[config.mk]
export PLATFORM = sky130hd
export DESIGN_NAME = booth_mul_arbiter
export DESIGN_NICKNAME = d
export VERILOG_FILES = /design/src/rtl/booth_mul_arbiter.sv
export SDC_FILE = /design/constraint.sdc
export NUM_CORES = 1
export LEC_CHECK = 0
export BUFFER_PORTS_ARGS = -buffer_cell sky130_fd_sc_hd__buf_4
export CELL_PAD_IN_SITES_DETAIL_PLACEMENT = 0
export CELL_PAD_IN_SITES_GLOBAL_PLACEMENT = 2
export CORE_ASPECT_RATIO = 0.7
export CORE_UTILIZATION = 28
export CTS_CLUSTER_DIAMETER = 80
export DETAILED_ROUTE_END_ITERATION = 8
export PLACE_DENSITY_LB_ADDON = 0.1
export SLEW_MARGIN = 20
export SYNTH_ARGS = -nofsm -noshare
export SYNTH_HDL_FRONTEND = slang
export SYNTH_SLANG_ARGS = --single-unit
[constraint.sdc]
create_clock -name clk -period 4 [get_ports clk]
set_input_delay 0.2 -clock clk [delete_from_list [all_inputs] [get_ports clk]]
set_output_delay 0.2 -clock clk [all_outputs]
set_load 0.02 [all_outputs]
[src/rtl/booth_mul_arbiter.sv]
// Round-robin arbiter/sequencer sharing one Booth multiplier among N_REQ requesters.
// One operation in flight: IDLE -> START -> WAIT (watchdog) -> RESP -> IDLE.
module booth_mul_arbiter #(
    parameter int unsigned N_REQ   = 4,
    parameter int unsigned WIDTH   = 16,
    parameter int unsigned TIMEOUT = 4 * WIDTH
) (
    input  logic                     clk,
    input  logic                     rst,
    input  logic [N_REQ-1:0]         req_valid,
    input  logic [N_REQ*WIDTH-1:0]   req_a,
    input  logic [N_REQ*WIDTH-1:0]   req_b,
    output logic [N_REQ-1:0]         req_ready,
    output logic [N_REQ-1:0]         rsp_valid,
    output logic [2*WIDTH-1:0]       rsp_prod,
    output logic                     rsp_err,
    output logic                     busy,
    output logic                     mul_start,
    output logic [WIDTH-1:0]         mul_a,
    output logic [WIDTH-1:0]         mul_b,
    output logic                     mul_rst,
    input  logic                     mul_done,
    input  logic [2*WIDTH-1:0]       mul_prod
);

    localparam int unsigned GW   = $clog2(N_REQ);
    localparam int unsigned WD_W = $clog2(TIMEOUT + 1);

    typedef enum logic [1:0] {IDLE, START, WAIT, RESP} state_t;

    state_t            state;
    logic [GW-1:0]     gnt;
    logic [GW-1:0]     ptr;
    logic [WD_W-1:0]   wd;
    logic              mul_rst_q;

    logic              found_c;
    logic [GW-1:0]     pick_c;
    logic [GW-1:0]     idx_c;
    logic [WIDTH-1:0]  a_c;
    logic [WIDTH-1:0]  b_c;

    // First requesting index at or after ptr, wrapping, plus its operands.
    always_comb begin
        found_c = 1'b0;
        pick_c  = '0;
        idx_c   = '0;
        a_c     = '0;
        b_c     = '0;
        for (int unsigned off = 0; off < N_REQ; off++) begin
            idx_c = GW'((32'(ptr) + off) % N_REQ);
            if (!found_c && req_valid[idx_c]) begin
                found_c = 1'b1;
                pick_c  = idx_c;
            end
        end
        for (int unsigned i = 0; i < N_REQ; i++) begin
            if (pick_c == GW'(i)) begin
                a_c = req_a[i*WIDTH +: WIDTH];
                b_c = req_b[i*WIDTH +: WIDTH];
            end
        end
    end

    always_ff @(posedge clk or posedge rst) begin
        if (rst) begin
            state     <= IDLE;
            gnt       <= '0;
            ptr       <= '0;
            wd        <= '0;
            req_ready <= '0;
            rsp_valid <= '0;
            rsp_prod  <= '0;
            rsp_err   <= 1'b0;
            busy      <= 1'b0;
            mul_start <= 1'b0;
            mul_a     <= '0;
            mul_b     <= '0;
            mul_rst_q <= 1'b0;
        end else begin
            mul_start <= 1'b0;
            req_ready <= '0;
            rsp_valid <= '0;
            mul_rst_q <= 1'b0;
            case (state)
                IDLE: begin
                    if (found_c) begin
                        gnt       <= pick_c;
                        mul_a     <= a_c;
                        mul_b     <= b_c;
                        wd        <= '0;
                        busy      <= 1'b1;
                        mul_start <= 1'b1;
                        req_ready <= N_REQ'(1) << pick_c;
                        state     <= START;
                    end
                end
                START: state <= WAIT;
                WAIT: begin
                    // Completion takes priority over a coincident watchdog expiry.
                    if (mul_done) begin
                        rsp_prod  <= mul_prod;
                        rsp_err   <= 1'b0;
                        rsp_valid <= N_REQ'(1) << gnt;
                        mul_rst_q <= 1'b1;
                        state     <= RESP;
                    end else if (wd == WD_W'(TIMEOUT - 1)) begin
                        rsp_prod  <= '0;
                        rsp_err   <= 1'b1;
                        rsp_valid <= N_REQ'(1) << gnt;
                        mul_rst_q <= 1'b1;
                        state     <= RESP;
                    end else begin
                        wd <= wd + 1'b1;
                    end
                end
                RESP: begin
                    ptr   <= (gnt == GW'(N_REQ - 1)) ? '0 : gnt + 1'b1;
                    busy  <= 1'b0;
                    state <= IDLE;
                end
                default: state <= IDLE;
            endcase
        end
    end

    // Multiplier clear also follows the arbiter's own reset immediately.
    assign mul_rst = mul_rst_q | rst;

endmodule

==> key figures <==
Run status
  – Status: completed

Worst setup path
  – CP startpoint kind: flop
  – Worst Path Buf+Inv: 1
  – Crit-path max cell delay: 0.49 ns
  – Chain of cells forming the critical path: inv_1, ha_1, and2_2, nand4b_1, or3_1, or3_1, a21oi_1
  – Reg-to-reg slack, setup: 1.49 ns
  – CP Class: reg -> reg
  – Cell with the most instances on the worst path: sky130_fd_sc_hd__or3_1
  – Data required time of the worst path: 4.27 ns
  – Arrival time at the worst endpoint: 2.78 ns
  – Critical Path Slowest Stage Cell: sky130_fd_sc_hd__and2_2
  – Element type at the critical path end: flop
  – Maximum fanout along the worst path: 33
  – Cell class contributing the biggest share of worst-path delay: simple AND/OR/NAND/NOR gates

Logic synthesis
  – Area share of the largest cell type after synthesis: 48.8%
  – Most common cell in the synthesized netlist: sky130_fd_sc_hd__dfrtp_1
  – Cells after Synth: 435
  – Leading post-synthesis cells by instance count: sky130_fd_sc_hd__dfrtp_1, sky130_fd_sc_hd__nand2_1, sky130_fd_sc_hd__a22o_1, sky130_fd_sc_hd__and3_1, sky130_fd_sc_hd__o221ai_1
  – Most common flop cell mapped by yosys: sky130_fd_sc_hd__dfrtp_1
  – Mean Syn Cell Area: 10.5 um2
  – Largest cells by area after synthesis: sky130_fd_sc_hd__dfrtp_1, sky130_fd_sc_hd__a22o_1, sky130_fd_sc_hd__a211oi_2, sky130_fd_sc_hd__o221ai_1, sky130_fd_sc_hd__and3_1
  – Post-synthesis sequential area ratio: 48.8%
  – Count of state elements after synthesis: 89
  – Area leader, netlist: sky130_fd_sc_hd__dfrtp_1
  – Count of flip-flops with a built-in enable after synthesis: 0
  – Number of warnings printed during yosys synthesis: 0
  – Area of the mapped netlist: 0.00457 mm2
  – Distinct cells, synth: 47
  – Async set-reset flop share out of synthesis: 100%
  – Post-Synthesis Net Count: 610

Finish
  – Antenna Cells: 0
  – Layout Nets: 834
  – Share of cells above drive strength 1: 45.8%
  – Growth of design area from synthesis to finish: 50.0%

Routing
  – Met3 Routed Length: 1310 um
  – Post-DR vias/cell: 4.95
  – Total detailed-routing wirelength: 16000 um
  – DRT met1 WL: 7150 um
  – Total via count after detailed routing: 4379
  – Detailed route wirelength on metal2: 7350 um
  – Wire length per cell after detailed routing: 18.0 um
  – Top layer in use: met4
  – Antenna-violating nets left: 0
  – Total iterations of the first detailed-routing run: 4
  – 1st-iter DRT viols: 238
  – Remaining design rule violation count: 0

CTS
  – Post-cts gate resize count: 0
  – Reg clk slew, reported paths: 0.07 ns
  – Post-CTS setup buffer count: 0
  – Clock sinks: 89
  – Number of buffers added by the clock tree synthesis step: 9
  – Maximum buffer depth of the clock tree: 2
  – Insertion delay of the later-clocked pin in the worst-skew pair: 0.34 ns
  – Number of H-tree levels: 3
  – TritonCTS clock tree: done
  – Hold Buf Count CTS: 0
  – Buffer type at the clock tree root: sky130_fd_sc_hd__clkbuf_16

Die
  – Initial core utilization: 29.0%
  – Boundary Pins: 243
  – Die Ht: 109 um
  – Horizontal extent of the die: 155 um
  – Floorplan core area: 0.0157 mm2
  – Total Die Area: 0.0168 mm2
  – Num rows: 38

Pwr
  – Overall Power: 5.04 mW
  – Worst voltage drop across the vdd grid: 0.242 mV
  – Power Dens Cells: 735 mW/mm2
  – Leakage power: 3.32 nW

Global route
  – Number of global-route vias before repair: 4331
  – Maximum number of pins on one net before global-route repair: 68
  – Global-route wire length before repair: 24700 um
  – GR Overflow Total: 0
  – Antenna violations before repair: 0
  – GRT Resource Usage Total: 19.2%

Timing
  – Final-report setup violation count: 0
  – Final clock period utilization by the worst path: 62.7%
  – Max frequency: 399 MHz
  – Fin crit period: 2.51 ns
  – Setup total negative slack: 0 ns
  – Final count of pins violating max slew: 0
  – Worst clock skew on the final layout: 0.00742 ns
  – Setup slack after layout: 1.49 ns
  – Worst relative slew slack: 41.0%
  – Unrepaired setup endpoints after global routing: false
  – Measured slew at the worst slew-check pin: 0.885 ns
  – Worst hold-check slack: 0.0417 ns
  – Final Hold Violating Endpoints: 0

Flow run
  – Max-cap violations: 0

Placed design
  – Worst slack at placement: 1.43 ns
  – Detail Placement HPWL: 11500 um
  – Number of port buffers: 242
  – Routability congestion estimate from global placement: 0.756

Hold path
  – Hold Path Class: in -> async
-- worst paths after layout --
check,startpoint,endpoint,cells past startpoint
setup / recovery,state[0],wd[5],7
hold / removal,rst,rsp_prod[7],2
setup reg to reg,state[0],wd[5],7
hold reg to reg,wd[6],wd[6],1
max in group asynchronous,rst,req_ready[2],3
min in group clk,mul_prod[17],rsp_prod[17],2
-- kinds of logic after synthesis --
family / Yosys count / share of synthesized area, %
AO/OA/AOI/OAI: 162 / 28.7
AND/OR/NAND/NOR: 125 / 14.4
flip-flops: 89 / 48.8
buffers and inverters: 47 / 5.04
adder cells (fa/ha/maj): 8 / 2.19
multiplexers: 3 / 0.740
XOR/XNOR: 1 / 0.192
-- layout by cell type, fill, tap and decap left out, drive strengths merged, types with 16 or more instances in the layout --
master,synthesis,final
a22o,35,35
nand2,44,44
o221ai,29,29
a211oi,25,25
o21ai,39,39
inv,11,16
and3,33,33
dfrtp,89,89
buf,20,249
-- sequential cells by signal (all words and copies together) (netlist names) --
register / count
busy: 1
gnt: 2
mul_a: 16
mul_b: 16
mul_rst_q: 1
mul_start: 1
ptr: 2
req_ready: 4
rsp_err: 1
rsp_prod: 32
rsp_valid: 4
state: 2
wd: 7
-- stage by stage --
| step | std cells | instance area [um2] | util, % |
|---|---|---|---|
| floorplan | 435 | 4570 | - |
| global placement | 867 | 6530 | 41.5 |
| detailed placement | 867 | 6530 | 41.5 |
| CTS | 883 | 6820 | 43.3 |
| global route | 884 | 6850 | 43.5 |
| finish | 884 | 6850 | 43.5 |
-- cell type report --
class	count	area, um2
Inverter	11	43.8
Sequential cell	89	2230
Timing Repair Buffer	249	1890
Clock inverter	7	66.3
Tap cell	220	275
Clock buffer	9	225
Multi-Input combinational cell	299	2120
Fill cell	1553	8890
-- routing by layer --
layer  GRT usage [%]  up-vias
met4            4.31        0
met1            25.7     2114
li1                -     2086
met5               0        -
met2            30.5      167
met3            5.80       12
-- power by group --
group	leakage (nW)	internal, mW	switching [mW]	total, mW
combinational	2.05	1.14	1.54	2.68
sequential	1.12	1.28	0.230	1.51
clock	0.145	0.440	0.405	0.845
-- worst reg2reg max path: stages, from the launching register on --
cell                       delay [ns]
sky130_fd_sc_hd__dfrtp_1         0.38
sky130_fd_sc_hd__inv_1           0.08
sky130_fd_sc_hd__ha_1            0.38
sky130_fd_sc_hd__and2_2          0.49
sky130_fd_sc_hd__nand4b_1        0.26
sky130_fd_sc_hd__or3_1           0.36
sky130_fd_sc_hd__or3_1           0.36
sky130_fd_sc_hd__a21oi_1         0.14
Power figures use the tool's default switching activity.
